--- src/rtl/axi4s_frame_encoder.sv ---
// -----------------------------------------------------------------------------
// axi4s_frame_encoder
//
// Transmit-side framing engine. Turns a tlast-delimited AXI4-Stream packet into
// an escaped byte stream:  START [HDR] payload [CSUM] STOP
//   - HDR  : zero-extended target_tdest sampled with the first beat (HEADER_EN)
//   - CSUM : two's-complement of (HDR + payload) mod 256 (CHECKSUM_EN)
//   - Any reserved byte (ESCAPE/START/STOP) inside HDR, payload or CSUM is sent
//     as ESCAPE_BYTE followed by the byte itself. Markers are never escaped.
//
// Ports
//   aclk, aresetn                 clock, asynchronous active-low reset
//   target_tvalid/tready/tdata/tlast/tdest   packet input (AXI4-Stream)
//   initiator_tvalid/tready/tdata            encoded byte output (registered)
//   busy                          high from START load until STOP accepted
// -----------------------------------------------------------------------------
module axi4s_frame_encoder #(
  parameter logic [7:0]  ESCAPE_BYTE = 8'h7F,
  parameter logic [7:0]  START_BYTE  = 8'h7D,
  parameter logic [7:0]  STOP_BYTE   = 8'h7E,
  parameter bit          HEADER_EN   = 1'b1,
  parameter int unsigned DEST_WIDTH  = 4,
  parameter bit          CHECKSUM_EN = 1'b1
) (
  input  logic                  aclk,
  input  logic                  aresetn,
  input  logic                  target_tvalid,
  output logic                  target_tready,
  input  logic [7:0]            target_tdata,
  input  logic                  target_tlast,
  input  logic [DEST_WIDTH-1:0] target_tdest,
  output logic                  initiator_tvalid,
  input  logic                  initiator_tready,
  output logic [7:0]            initiator_tdata,
  output logic                  busy
);

  typedef enum logic [2:0] {
    S_IDLE,
    S_HEADER,
    S_DATA,
    S_CSUM,
    S_STOP
  } state_t;

  state_t                state, state_nx;
  logic                  out_valid, out_valid_nx;
  logic [7:0]            out_data, out_data_nx;
  logic                  pending, pending_nx;
  logic [7:0]            pend_data, pend_data_nx;
  logic [7:0]            csum, csum_nx;
  logic [DEST_WIDTH-1:0] dest_q, dest_nx;
  logic                  busy_q, busy_nx;
  // Marks that the byte in the output register is the STOP marker; a payload
  // byte equal to STOP_BYTE must not end busy, so value compare is not enough.
  logic                  stop_out, stop_out_nx;

  logic                  slot_free;
  logic [7:0]            hdr_byte;
  logic [7:0]            csum_neg;
  logic                  raw_en;
  logic [7:0]            raw_byte;

  function automatic logic is_reserved(input logic [7:0] b);
    return (b == ESCAPE_BYTE) || (b == START_BYTE) || (b == STOP_BYTE);
  endfunction

  assign slot_free        = !out_valid || initiator_tready;
  assign target_tready    = (state == S_DATA) && slot_free && !pending;
  assign initiator_tvalid = out_valid;
  assign initiator_tdata  = out_data;
  assign busy             = busy_q;
  assign csum_neg         = 8'd0 - csum;

  always_comb begin
    hdr_byte = '0;
    hdr_byte[DEST_WIDTH-1:0] = dest_q;
  end

  always_comb begin
    state_nx     = state;
    out_valid_nx = out_valid && !initiator_tready;
    out_data_nx  = out_data;
    pending_nx   = pending;
    pend_data_nx = pend_data;
    csum_nx      = csum;
    dest_nx      = dest_q;
    stop_out_nx  = stop_out && !initiator_tready;
    busy_nx      = busy_q && !(out_valid && initiator_tready && stop_out);
    raw_en       = 1'b0;
    raw_byte     = '0;

    if (slot_free) begin
      if (pending) begin
        // second half of an escape pair goes out before anything else
        out_valid_nx = 1'b1;
        out_data_nx  = pend_data;
        pending_nx   = 1'b0;
      end else begin
        unique case (state)
          S_IDLE: begin
            if (target_tvalid) begin
              out_valid_nx = 1'b1;
              out_data_nx  = START_BYTE;
              dest_nx      = target_tdest;
              csum_nx      = '0;
              busy_nx      = 1'b1;
              state_nx     = HEADER_EN ? S_HEADER : S_DATA;
            end
          end
          S_HEADER: begin
            raw_en   = 1'b1;
            raw_byte = hdr_byte;
            csum_nx  = csum + hdr_byte;
            state_nx = S_DATA;
          end
          S_DATA: begin
            if (target_tvalid) begin
              raw_en   = 1'b1;
              raw_byte = target_tdata;
              csum_nx  = csum + target_tdata;
              if (target_tlast) state_nx = CHECKSUM_EN ? S_CSUM : S_STOP;
            end
          end
          S_CSUM: begin
            raw_en   = 1'b1;
            raw_byte = csum_neg;
            state_nx = S_STOP;
          end
          S_STOP: begin
            out_valid_nx = 1'b1;
            out_data_nx  = STOP_BYTE;
            stop_out_nx  = 1'b1;
            state_nx     = S_IDLE;
          end
          default: state_nx = S_IDLE;
        endcase

        if (raw_en) begin
          out_valid_nx = 1'b1;
          if (is_reserved(raw_byte)) begin
            out_data_nx  = ESCAPE_BYTE;
            pending_nx   = 1'b1;
            pend_data_nx = raw_byte;
          end else begin
            out_data_nx  = raw_byte;
          end
        end
      end
    end
  end

  always_ff @(posedge aclk or negedge aresetn) begin
    if (!aresetn) begin
      state     <= S_IDLE;
      out_valid <= 1'b0;
      out_data  <= '0;
      pending   <= 1'b0;
      pend_data <= '0;
      csum      <= '0;
      dest_q    <= '0;
      busy_q    <= 1'b0;
      stop_out  <= 1'b0;
    end else begin
      state     <= state_nx;
      out_valid <= out_valid_nx;
      out_data  <= out_data_nx;
      pending   <= pending_nx;
      pend_data <= pend_data_nx;
      csum      <= csum_nx;
      dest_q    <= dest_nx;
      busy_q    <= busy_nx;
      stop_out  <= stop_out_nx;
    end
  end

endmodule

--- config.mk ---
export PLATFORM = sky130hd
export DESIGN_NAME = axi4s_frame_encoder
export DESIGN_NICKNAME = d
export VERILOG_FILES = /design/src/rtl/axi4s_frame_encoder.sv
export SDC_FILE = /design/constraint.sdc
export NUM_CORES = 1
export LEC_CHECK = 0
export CORE_AREA = 2 2 76 78
export DETAILED_ROUTE_END_ITERATION = 16
export DIE_AREA = 0 0 78 80
export PLACE_DENSITY = 0.58
export SYNTH_ARGS = -nofsm -noshare
export SYNTH_HDL_FRONTEND = slang
export SYNTH_SLANG_ARGS = --single-unit
--- constraint.sdc ---
create_clock -name aclk -period 3.9 [get_ports aclk]
set_input_delay 0.78 -clock aclk [delete_from_list [all_inputs] [get_ports aclk]]
set_output_delay 0.78 -clock aclk [all_outputs]
set_load 0.005 [all_outputs]
# == Word level (Yosys, flattened, before mapping) ==
# Index checks and enable logic that the tools add are counted.
# totals
register_bits,35
in_bits,17
output_inout_bits,11
wordCells,82
# op_classes
n_addsub,3
eq_ne,11
n_mux,35
bitwise,1
n_reduce_logical,23
# op_table
operator,n
$mux W8,9
$pmux W8 S3,2
$eq A8 B7 Y1 const B,3
$mux W1,17
$pmux W8 S2,1
$pmux W3 S4,1
$reduce_and A5 Y1,2
$mux W3,3
$add A8 B4 Y8,1
$add A8 B8 Y8,1
$reduce_and A4 Y1,2
$sub A1 B8 Y8 const A,1
$logic_and A1 B1 Y1,7
$eq A3 B2 Y1 const B,2
$ne A2 B2 Y1 const B,3
$logic_not A1 Y1,4
$ne A4 B4 Y1 const B,1
$pmux W1 S2,2
$reduce_bool A4 Y1,1
$eq A3 B1 Y1 const B,1
$eq A3 B3 Y1 const B,1
$logic_not A3 Y1,1
$logic_or A1 B1 Y1,3
$reduce_and A3 Y1,1
other kinds (3),3

# == Longest topological paths before layout ==
# depth
depth_word,10
ltp_mapped,13
ltp_nobuf,12

# == Worst setup path after synthesis ==
# OpenSTA, ideal clock, no wires.
# synth_timing
path_kind,register to register
start,register state[0]
end,register csum[7]
setup_time_ns,0.068
t_arrival_ns,2.740
t_required_ns,3.832
slack_ns,1.092
stages_incl_launch_ff,11
path_buffers,0
synth_period_minus_slack_ns,2.808
path_cell_list,dfrtp_1 > nand2b_1 > nor2_1 > mux2_2 > ha_1 > a21o_1 > a211oi_1 > o21ai_0 > a22o_1 > a211o_1 > nand3_1
# synth_via
elab_chain_len,3
elab_cells_between_ends,8
classes_between,4 x eq/ne; 1 x mux; 3 x reduce/logical
# synth_rtl
item,line_no,text
start: declaration,46,"state_t state, state_nx;"
start signal: assignment,165,state <= state_nx;
"$eq A3 B2 Y1, or another cell as far along",100,unique case (state)
$ne A2 B2 Y1 (no source line) or $reduce_bool A3 Y1 (tied branches),n/a,
$reduce_and A5 Y1 (no source line),n/a,
end signal: assignment,170,csum <= csum_nx;
end: declaration,51,"logic [7:0] csum, csum_nx;"
# Several ways; a longest one is shown, not always the timed one.
# A chain may end at the register's enable or synchronous reset.

# == Worst setup path in the final report ==
# layout_timing
start,input initiator_tready
end,output target_tready
# layout_via
elab_chain_len,3
# layout_rtl
item,line_no,text
start: declaration,33,"input logic initiator_tready,"
$logic_or A1 B1 Y1,68,assign slot_free = !out_valid || initiator_tready;
$logic_and A1 B1 Y1 (2 in a row),69,assign target_tready = (state == S_DATA) && slot_free && !pending;
end: declaration,28,"output logic target_tready,"
# Every way passes these cells.

==> out/metrics.cfg <==
[run_status]
outcome = finished clean

[global_routing]
grt_pass1_wl_um = 8710
grt_usage_pct = 17.6
antenna_found_initial = 0
overflow = 0
grt_pass1_vias = 1782
grt_max_degree = 36

[clock_network]
clock-sinks = 35
h-tree-depth = 2
cts_buffers = 5
cts_buffer_depth = 2
ctsHoldBuffers = 0
clk_pin_slew_worst_paths_ns = 0.07
postCtsSetupRepairBufs = 0
root_buffer = clkbuf_8
cts_resized = 0
clock_latency_ns = 0.29
cts_tree = built

[synthesis]
async_flop_share_pct = 100
ys_seq_elements = 35
yosys_warnings = 0
ys_seq_area_share_pct = 39.6
avgSynthCellArea_um2 = 9.37
synth_edf_count = 0
syn-cell-area_mm2 = 0.00221
synth_nets = 262
ys_types = 51
yosys.area.top_type_share_pct = 39.6
synthCells = 236
ys.flop_type = dfrtp_1
synth_area_leaders = dfrtp_1 (40%), ha_1 (4.5%), nand2_1 (4.2%)
synth_top_area_cell = dfrtp_1

[floorplanning]
die_x_um = 78
initial_utilization_pct = 40.9
die_y_um = 80
io_pins = 28
core_area_mm2 = 0.00541
rows = 27
design.die.area_mm2 = 0.00624

[setup_path]
path_delay_family = buffers and inverters
crit_path_end_kind = output pin
cp_slowest_cell = clkdlybuf4s50_1
crit_buf_inv = 2
crit_path_max_fanout = 8
max_stage_delay_ns = 0.54
crit_chain = clkdlybuf4s50_1 -> nor2b_1 -> or2_2 -> nor3_1 -> clkdlybuf4s50_1
path_class = in2out
start_kind = input port
required_ns = 3.12
cp_common_cell = clkdlybuf4s50_1
crit_arrival_ns = 2.52

[routing]
wl_met3_um = 110
top_layer_used = met4
wl_met2_um = 2290
drc_errors = 0
initialDrtViolationCount = 122
drtAntennaViolNets = 0
drt-vias-per-instance = 5.23
firstDrtPassIters = 4
via_count = 1762
wl_per_cell_um = 14.4
wl_met1_um = 2420
routed_wl_um = 4860

[power_and_ir_drop]
power.share.clock_pct = 18.6
peakVddDrop_mv = 0.335
power_uw = 2130
p_per_area_mw_per_mm2 = 788
power.switching_uw = 833
p_leak_uw = 0.00121
swShare_pct = 39.2
comb_power_share_pct = 53.3
p_int_uw = 1290
seqPwrFrac_pct = 28.2

[cells_and_area]
drive_gt1_share_pct = 10.9
area_delta_synth_final_pct = 22.0
diodes = 0
regArea_um2 = 876
nFillCells = 529
fin_util_pct = 49.9
multi_input_area_mm2 = 0.00124
finalNetCount = 290

[timing]
tightest_slew_ns = 0.764
tns_ns = 0
fmax_mhz = 303
rsz0062_at_grt = no
maxSlewHeadroom_pct = 48.7
finalHoldViolCount = 0
finalCritPeriodShare_pct = 84.7
fin_crit_ns = 3.30
slew_violations = 0
skew_ns = 0.00810
setup_viol = 0

[placement]
port_buffers = 27
place_congestion = 0.811
dpl.hpwl_um = 3580

[run]
drv_cap = 0

[min_path]
hp-class = reg2reg

==> cells in the mapped netlist (5+ instances only) <==
cell type   n
nor2_1     14
a21oi_1    10
ha_1        8
nor3_1     10
nand2b_1    5
o21ai_0     9
inv_1      15
nand2_1    25
nand3_1     8
mux2_2      8
a21o_1      6
clkbuf_1    9
dfrtp_1    35
==> cell usage in the layout, fill, tap and decap left out, drive strengths merged, types with 3 or more instances in the layout <==
cell,instances
nand3,8
o21a,4
mux2i,4
nor2,14
xnor2,4
clkbuf,5
nand2b,5
nand2,25
o22ai,3
a21o,6
o31ai,4
a21oi,10
a22o,4
ha,8
nor3,11
o21ai,12
and2,4
mux2,9
nor2b,4
inv,15
buf,4
clkdlybuf4s50,27
dfrtp,35
a221oi,3
==> worst min-delay path: stages, from the launching register on <==
cell	delay, ns
dfrtp_1	0.33
inv_1	0.05
nand2_1	0.04
==> power groups by stage <==
stage | clock network (µW) | registers [µW] | logic, µW
2_1_floorplan | 0 | 582 | 829
3_3_place_gp | 0 | 607 | 1130
3_5_place_dp | 0 | 607 | 1130
4_1_cts | 406 | 599 | 1140
5_1_grt | 423 | 622 | 1280
6_report | 394 | 599 | 1130
==> state kept, by name, indices dropped and copies added (netlist names) <==
register and cells:
state 3, initiator_tdata 8, stop_out 1, csum 8, pend_data 8, busy 1, pending 1, dest_q 4
initiator_tvalid 1
==> cells by family after synthesis <==
logic type | after synthesis | share of synthesized area, %
buffers and inverters | 25 | 4.41
flip-flops | 35 | 39.6
XOR/XNOR | 4 | 1.58
AND/OR/NAND/NOR | 87 | 22.5
adder cells (fa/ha/maj) | 9 | 5.43
multiplexers | 13 | 6.56
AO/OA/AOI/OAI | 63 | 19.9
==> per-stage QoR <==
stage / hold WS, ns / instances / worst slack [ns] / cell area (µm²)
after CTS: 0.453 / 337 / 0.585 / 2700
after floorplan: 0.414 / 236 / 1.09 / 2210
final: 0.447 / 337 / 0.599 / 2700
after global placement: 0.426 / 329 / 0.686 / 2560
after detailed placement: 0.433 / 329 / 0.663 / 2560
after global routing: 0.473 / 337 / 0.512 / 2700
==> final timing paths <==
path | startpoint | endpoint | slack [ns] | cells after the start
max | initiator_tready | target_tready | 0.60 | 5
min | pend_data[3] | pend_data[3] | 0.45 | 2
max reg2reg | state[0] | csum[7] | 1.06 | 11
min reg2reg | pend_data[3] | pend_data[3] | 0.45 | 2
max in group asynchronous | aresetn | csum[2] | 2.68 | 2
min in group asynchronous | aresetn | busy | 0.91 | 2
==> area by class of cell <==
| cell class | instances | share of cell area, % |
|---|---|---|
| well taps | 72 | 3.34 |
| clock inverters | 3 | 2.51 |
| flip-flops and latches | 35 | 32.5 |
| repair buffers | 31 | 11.1 |
| clock buffers | 5 | 2.55 |
| inverters | 15 | 2.09 |
| multi-input cells | 176 | 45.9 |
==> layer usage <==
metal  GRT usage, %  vias to the layer above
met5              0                        -
met1           23.8                      828
met2           28.6                       24
met4           4.21                        0
li1               -                      905
met3           3.85                        5
Note: power is estimated with default switching activity, not from simulation.
